===== config.mk =====
export PLATFORM = sky130hd
export DESIGN_NAME = stream_check_sink
export DESIGN_NICKNAME = d
export VERILOG_FILES = /design/src/rtl/stream_check_sink.sv
export SDC_FILE = /design/constraint.sdc
export NUM_CORES = 1
export LEC_CHECK = 0
export CORE_ASPECT_RATIO = 1.4
export CORE_MARGIN = 3
export CORE_UTILIZATION = 44
export DETAILED_ROUTE_END_ITERATION = 8
export SLEW_MARGIN = 20
export SYNTH_ARGS = -nofsm -noshare
export SYNTH_HDL_FRONTEND = slang
export SYNTH_SLANG_ARGS = --single-unit

===== constraint.sdc =====
create_clock -name clk -period 3.2 [get_ports clk]
set_clock_uncertainty 0.2 [all_clocks]
set_input_delay 0.8 -clock clk [delete_from_list [all_inputs] [get_ports clk]]
set_output_delay 0.8 -clock clk [all_outputs]
set_load 0.05 [all_outputs]

===== src/rtl/stream_check_sink.sv =====
// ---------------------------------------------------------------------------
// stream_check_sink
//
// Self-checking val/rdy sink for single-clock queue benches. Expected
// messages are preloaded into a small memory. A start then opens a check
// run in which every accepted message is compared, in order, with the
// preloaded values. The outcome is reported as done / pass / timeout plus a
// saturating mismatch count and the index of the first mismatch.
//
// Optional feature (compile-time macro):
//   STREAM_CHECK_SINK_RAND_STALL_EN
//     - defined:   a 16-bit Fibonacci LFSR (taps 16,14,13,11) throttles rdy
//                  during RUN (ready when lfsr[1:0] != 0, about 75%).
//     - undefined: rdy is high in every RUN cycle.
//
// Parameters
//   p_msg_nbits      width of one message
//   p_max_msgs       depth of the expected-message memory (power of 2)
//   p_cnt_nbits      width of err_count (saturating)
//   p_timeout_cycles idle RUN cycles without a handshake before timeout
//   p_seed           LFSR seed, nonzero (stall feature only)
//
// Ports
//   clk        in   bench clock
//   reset      in   asynchronous active-high reset
//   start      in   begin a check run (accepted in IDLE or DONE)
//   num_msgs   in   number of messages to expect, sampled on start
//   ld_en      in   write expected message (accepted in IDLE or DONE)
//   ld_addr    in   expected-memory write index
//   ld_data    in   expected message
//   msg        in   DUT output message
//   val        in   DUT output valid
//   rdy        out  sink ready (registered, independent of val)
//   done       out  run finished (completed or timed out)
//   pass       out  done with no mismatch and no timeout
//   timeout    out  run aborted by the idle timeout
//   err_count  out  saturating mismatch count
//   err_idx    out  index of the first mismatch
// ---------------------------------------------------------------------------
module stream_check_sink #(
  parameter int          p_msg_nbits      = 8,
  parameter int          p_max_msgs       = 64,
  parameter int          p_cnt_nbits      = 8,
  parameter int          p_timeout_cycles = 1000,
  parameter logic [15:0] p_seed           = 16'hACE1
) (
  input  logic                            clk,
  input  logic                            reset,
  input  logic                            start,
  input  logic [$clog2(p_max_msgs):0]     num_msgs,
  input  logic                            ld_en,
  input  logic [$clog2(p_max_msgs)-1:0]   ld_addr,
  input  logic [p_msg_nbits-1:0]          ld_data,
  input  logic [p_msg_nbits-1:0]          msg,
  input  logic                            val,
  output logic                            rdy,
  output logic                            done,
  output logic                            pass,
  output logic                            timeout,
  output logic [p_cnt_nbits-1:0]          err_count,
  output logic [$clog2(p_max_msgs)-1:0]   err_idx
);

  localparam int AW = $clog2(p_max_msgs);
  localparam int NW = AW + 1;
  localparam int TW = $clog2(p_timeout_cycles + 1);

  localparam logic [NW-1:0]          MAX_N   = NW'(p_max_msgs);
  localparam logic [TW-1:0]          TO_LAST = TW'(p_timeout_cycles - 1);
  localparam logic [p_cnt_nbits-1:0] CNT_MAX = '1;

  typedef enum logic [1:0] {
    IDLE = 2'd0,
    RUN  = 2'd1,
    DONE = 2'd2
  } state_t;

  // Saturating increment of the mismatch counter.
  function automatic logic [p_cnt_nbits-1:0] sat_inc(input logic [p_cnt_nbits-1:0] c);
    return (c == CNT_MAX) ? c : c + 1'b1;
  endfunction

  // Clamp a requested message count to the memory depth.
  function automatic logic [NW-1:0] clamp_n(input logic [NW-1:0] n);
    return (n > MAX_N) ? MAX_N : n;
  endfunction

  state_t                   state, state_n;
  logic [NW-1:0]            idx, idx_n;
  logic [NW-1:0]            n_msgs, n_msgs_n;
  logic [TW-1:0]            idle_cnt, idle_cnt_n;
  logic [p_cnt_nbits-1:0]   err_count_n;
  logic [AW-1:0]            err_idx_n;
  logic                     timeout_n;
  logic                     done_n;
  logic                     pass_n;
  logic                     rdy_n;
  logic                     stall_rdy_n;

  logic                     accept;
  logic                     hs;
  logic                     mismatch;
  logic [p_msg_nbits-1:0]   exp_msg;

  logic [p_msg_nbits-1:0]   mem [p_max_msgs];

  // A start is honoured only outside RUN; loads follow the same rule, so a
  // load in the start cycle lands before the first compare of the new run.
  assign accept   = start && (state != RUN);
  assign hs       = (state == RUN) && val && rdy;
  assign exp_msg  = mem[idx[AW-1:0]];
  // Case inequality: an X/Z message bit is reported as a mismatch.
  assign mismatch = hs && (msg !== exp_msg);

  always_ff @(posedge clk) begin
    if (ld_en && (state != RUN)) begin
      mem[ld_addr] <= ld_data;
    end
  end

`ifdef STREAM_CHECK_SINK_RAND_STALL_EN
  logic [15:0] lfsr, lfsr_n;

  always_comb begin
    lfsr_n = lfsr;
    if (accept) begin
      lfsr_n = p_seed;
    end else if (state == RUN) begin
      lfsr_n = {lfsr[14:0], lfsr[15] ^ lfsr[13] ^ lfsr[12] ^ lfsr[10]};
    end
  end

  // rdy is registered from the LFSR value it will sit beside next cycle, so
  // rdy in any RUN cycle equals (lfsr[1:0] != 0) for that cycle's LFSR.
  assign stall_rdy_n = (lfsr_n[1:0] != 2'b00);

  always_ff @(posedge clk or posedge reset) begin
    if (reset) begin
      lfsr <= p_seed;
    end else begin
      lfsr <= lfsr_n;
    end
  end
`else
  logic unused_seed;
  assign unused_seed = ^p_seed;
  assign stall_rdy_n = 1'b1;
`endif

  always_comb begin
    state_n     = state;
    idx_n       = idx;
    n_msgs_n    = n_msgs;
    idle_cnt_n  = idle_cnt;
    err_count_n = err_count;
    err_idx_n   = err_idx;
    timeout_n   = timeout;
    done_n      = done;
    pass_n      = pass;

    case (state)
      IDLE, DONE: begin
        if (start) begin
          idx_n       = '0;
          idle_cnt_n  = '0;
          err_count_n = '0;
          err_idx_n   = '0;
          timeout_n   = 1'b0;
          if (num_msgs == '0) begin
            state_n = DONE;
            done_n  = 1'b1;
            pass_n  = 1'b1;
          end else begin
            state_n  = RUN;
            n_msgs_n = clamp_n(num_msgs);
            done_n   = 1'b0;
            pass_n   = 1'b0;
          end
        end
      end

      RUN: begin
        if (hs) begin
          idx_n      = idx + 1'b1;
          idle_cnt_n = '0;
          if (mismatch) begin
            err_count_n = sat_inc(err_count);
            if (err_count == '0) begin
              err_idx_n = idx[AW-1:0];
            end
          end
          if (idx == n_msgs - 1'b1) begin
            state_n = DONE;
            done_n  = 1'b1;
            pass_n  = (err_count_n == '0);
          end
        end else if (!val) begin
          // Only cycles with nothing offered count as idle; a stalled cycle
          // with val high is the sink's own doing and does not age the run.
          if (idle_cnt == TO_LAST) begin
            state_n   = DONE;
            timeout_n = 1'b1;
            done_n    = 1'b1;
            pass_n    = 1'b0;
          end else begin
            idle_cnt_n = idle_cnt + 1'b1;
          end
        end
      end

      default: begin
        state_n = IDLE;
      end
    endcase

    rdy_n = (state_n == RUN) && stall_rdy_n;
  end

  always_ff @(posedge clk or posedge reset) begin
    if (reset) begin
      state     <= IDLE;
      idx       <= '0;
      n_msgs    <= '0;
      idle_cnt  <= '0;
      err_count <= '0;
      err_idx   <= '0;
      timeout   <= 1'b0;
      done      <= 1'b0;
      pass      <= 1'b0;
      rdy       <= 1'b0;
    end else begin
      state     <= state_n;
      idx       <= idx_n;
      n_msgs    <= n_msgs_n;
      idle_cnt  <= idle_cnt_n;
      err_count <= err_count_n;
      err_idx   <= err_idx_n;
      timeout   <= timeout_n;
      done      <= done_n;
      pass      <= pass_n;
      rdy       <= rdy_n;
    end
  end

endmodule


==> metrics.md <==
| Metric | Value |
|---|---|
| Run status | finished, violations left |
| Violated checks | setup timing |
| RD Place Congestion | between 0.8 and 0.9 |
| Worst hold path type | register to register |
| Worst-case setup slack after placement | -0.693 ns |
| Post-synthesis instance area | between 20000 and 25000 um2 |
| Detailed-route vias per instance | ~5.7 |
| Setup repair after global routing missed its margin | true |
| Leading register cell type out of synthesis | sky130_fd_sc_hd__edfxtp_1 |
| Detailed-placement wirelength estimate | approximately 39 mm |
| Non-filler cells in the finished layout | about 2300 |
| Die boundary width | just under 200 um |
| Critical path's slowest cell | sky130_fd_sc_hd__or4_4 |
| Cell Pwr Density | slightly above 800 nW/um2 |
| Overall track demand over capacity in global routing | 0.217 |
| Final setup violation count | 15 |
| Max Root-Sink Buffers | 3 |
| ANT cells | 0 |
| Total routed wirelength | ~58 mm |
| Count of fill cells added during filler insertion | 3939 |
| Total grt overflow | 0 |
| CTS tree | built |
| VDD IR max | between 0.4 and 0.5 mV |
| Endpoint class of the critical path | register |
| Clock buffers created by TritonCTS | between 50 and 60 |
| Wire length of the first global-routing pass | 86.3 mm |
| Final Cycle Share | 1.11 |
| Worst Path Max Fanout | 6 |
| Worst relative slew slack | 0.466 |
| Crit-path max cell delay | 0.57 ns |
| Kind of critical path | register to register |
| Via count of the first global-routing pass | about 13000 |
| Placed cell count | approximately 2100 |
| Hold buffers post-CTS | 0 |
| # nets final | approximately 1600 |
| Clock insertion delay at the later pin of the skew report | 0.59 ns |
| Arr. time, crit path | 3.80 ns |
| Proportion of netlist area held by the largest area contributor | 0.680 |
| Mapped Avg Cell Area | about 18 um2 |
| Starting density of the core | 0.449 |
| Post-synth cell types | about 60 |
| Crit-path cells | buf_12, buf_12, mux4_2, a22oi_1, a22o_1, xnor2_1, or4_4, a21oi_4, a21oi_4, and4b_1, buf_6, mux2i_1 |
| LEAKAGE | 9.47 nW |
| Final total negative setup slack | -4.39 ns |
| Number of enable flip-flop cells after synthesis | 512 |
| Cell type with the largest total area after synthesis | sky130_fd_sc_hd__edfxtp_1 |
| Top Family by Delay on Critical Path | compound AO/OA/AOI/OAI gates |
| I/O Buffers | between 50 and 60 |
| Biggest area contributors in the synthesized netlist | sky130_fd_sc_hd__edfxtp_1 (68%), sky130_fd_sc_hd__mux4_2 (9.6%), sky130_fd_sc_hd__dfrtp_1 (4.9%) |
| I/O pin cnt | 52 |
| #FFs+latches synth | about 560 |
| Detail Route Antenna Nets | 0 |
| Pin count of the biggest net entering global routing | 65 |
| Iteration-0 DRC count of the detailed router | 1343 |
| Height of the die | around 270 um |
| Max H-tree Level | 2 |
| Total of warnings raised by yosys | 0 |
| Vias after detailed routing | between 10000 and 15000 |
| Seq/Total Area, Yosys | 0.729 |
| Total number of placement rows | 97 |
| Hold Violations, Final | 0 |
| Post-synth ARST share | 0.0791 |
| Reg clk slew, reported paths | around 0.06 ns |
| Core Box Area | roughly 50000 um2 |
| Buffering stage count on the worst path with inverters included | 3 |
| Startpoint type of the worst setup path | register |
| Top achievable clock speed | about 280 MHz |
| Total DRC errors in the routed layout | 0 |
| Synth-to-layout area growth | 22.5% |
| Synthesized netlist cell count | around 1300 |
| Final Total Pwr | ~23 mW |
| Final number of max-transition violations | 0 |
| Number of antenna violations at the first check in global routing | 1 |
| Root buf cell | sky130_fd_sc_hd__clkbuf_16 |
| Number of clock sinks seen by CTS | 556 |
| Final critical path time including I/O delays and setup | 3.54 ns |
| Setup WS post-layout | -0.338 ns |
| Worst hold slack after final layout | 0.283 ns |
| Transition time at the pin with the least slew margin | 0.802 ns |
| Length of the first detailed-routing pass in iterations | 5 |
| Max-cap violations | 0 |
| Net count after synthesis | 1330 |
| Total Die Area | 54200 um2 |
| Fraction of layout cells with a size suffix above 1 | 0.300 |
| Required time reported for the critical path endpoint | ~3.5 ns |
| Post-DR wirelength/cell | ~26 um |
==> report_power, final <==
| part | total, mW | internal [mW] | switching, mW |
|---|---|---|---|
| clock | 5.99 | 3.33 | 2.66 |
| sequential | 8.42 | 8.15 | 0.278 |
| combinational | 8.30 | 3.90 | 4.40 |
| total | 22.7 | 15.4 | 7.34 |
==> cells in the mapped netlist (all sizes together) (3+ instances only) <==
cell and count:
a22o 6, nand2 81, dfrtp 44, xor2 11
o21ai 30, o22ai 9, o31ai 5, nand3 26
nand4 4, edfxtp 512, nand3b 6, nand2b 4
nor2 108, and3 11, a21oi 29, a22oi 19
a31oi 12, nor3 10, or3b 6, a221oi 6
buf 40, inv 11, o221ai 15, nor2b 13
and2 8, nor4 5, xnor2 13, clkinv 3
clkbuf 23, mux2i 83, or4 4, ha 5
mux4 96, a211oi 11
==> sequential cells by signal (all words and copies together), names as in the netlist <==
signal and count:
idle_cnt 10, rdy 1, timeout 1, pass 1
n_msgs 7, err_idx 6, done 1, err_count 8
idx 7, mem 512, state 2
==> logic make-up (layout without fill, tap and decap cells) <==
group | count (synthesis) | in the layout | share of synthesized area
flops | 556 | 556 | 0.729
simple gates | 293 | 293 | 0.0603
mux | 181 | 181 | 0.133
compound gates | 155 | 155 | 0.0468
buf+inv | 77 | 403 | 0.0184
xor+xnor | 24 | 24 | 0.00930
fa+ha+maj | 5 | 5 | 0.00277
==> path summary, 6_finish.rpt <==
kind | start | to | slack, ns | depth (start not counted)
worst max register to register | idx[0] | err_idx[1] | -0.34 | 12
min in group asynchronous | reset | idle_cnt[9] | 0.45 | 2
worst max-delay path | idx[0] | err_idx[1] | -0.34 | 12
max in group asynchronous | reset | n_msgs[0] | 1.69 | 3
worst min-delay path | idle_cnt[7] | idle_cnt[7] | 0.28 | 1
worst min register to register | idle_cnt[7] | idle_cnt[7] | 0.28 | 1
==> layout make-up <==
type,count,area [um2],area share
clock buffer,63,1340,0.0485
tap,643,805,0.0291
timing repair buffer,293,2710,0.0977
multi-input combinational,658,6000,0.217
inverter,14,52.6,0.00190
sequential,556,16500,0.596
clock inverter,33,290,0.0105
==> stage by stage <==
| stage | util | area, um2 |
|---|---|---|
| 2_1_floorplan | - | 22700 |
| 3_3_place_gp | 0.506 | 25500 |
| 3_5_place_dp | 0.506 | 25500 |
| 4_1_cts | 0.546 | 27500 |
| 5_1_grt | 0.550 | 27700 |
| 6_report | 0.550 | 27700 |
==> placed cells by master (no fill, tap or decap), drive strengths merged, types with 29 or more instances in the layout <==
cell type / instances
clkdlybuf4s50: 43
o21ai: 30
a21oi: 29
mux4: 96
nand2: 81
nor2: 108
dfrtp: 44
clkbuf: 64
buf: 248
edfxtp: 512
mux2i: 83
==> layer usage <==
metal / GRT usage / vias to the layer above / wire [um]
met3: 0.0321 / 104 / 3360
met5: 0 / - / 0
li1: - / 5712 / -
met1: 0.291 / 6707 / 23600
met4: 0.0680 / 0 / 1840
met2: 0.370 / 437 / 29400
==> what timing repair did <==
| item | CTS | global route |
|---|---|---|
| cloned | 2 | 1 |
| resized for setup | 43 | 26 |
| setup buffers | 13 | 6 |
| endpoints found under the setup margin | 15 | 15 |
| pin swaps | 19 | 19 |
Power figures use the tool's default switching activity.
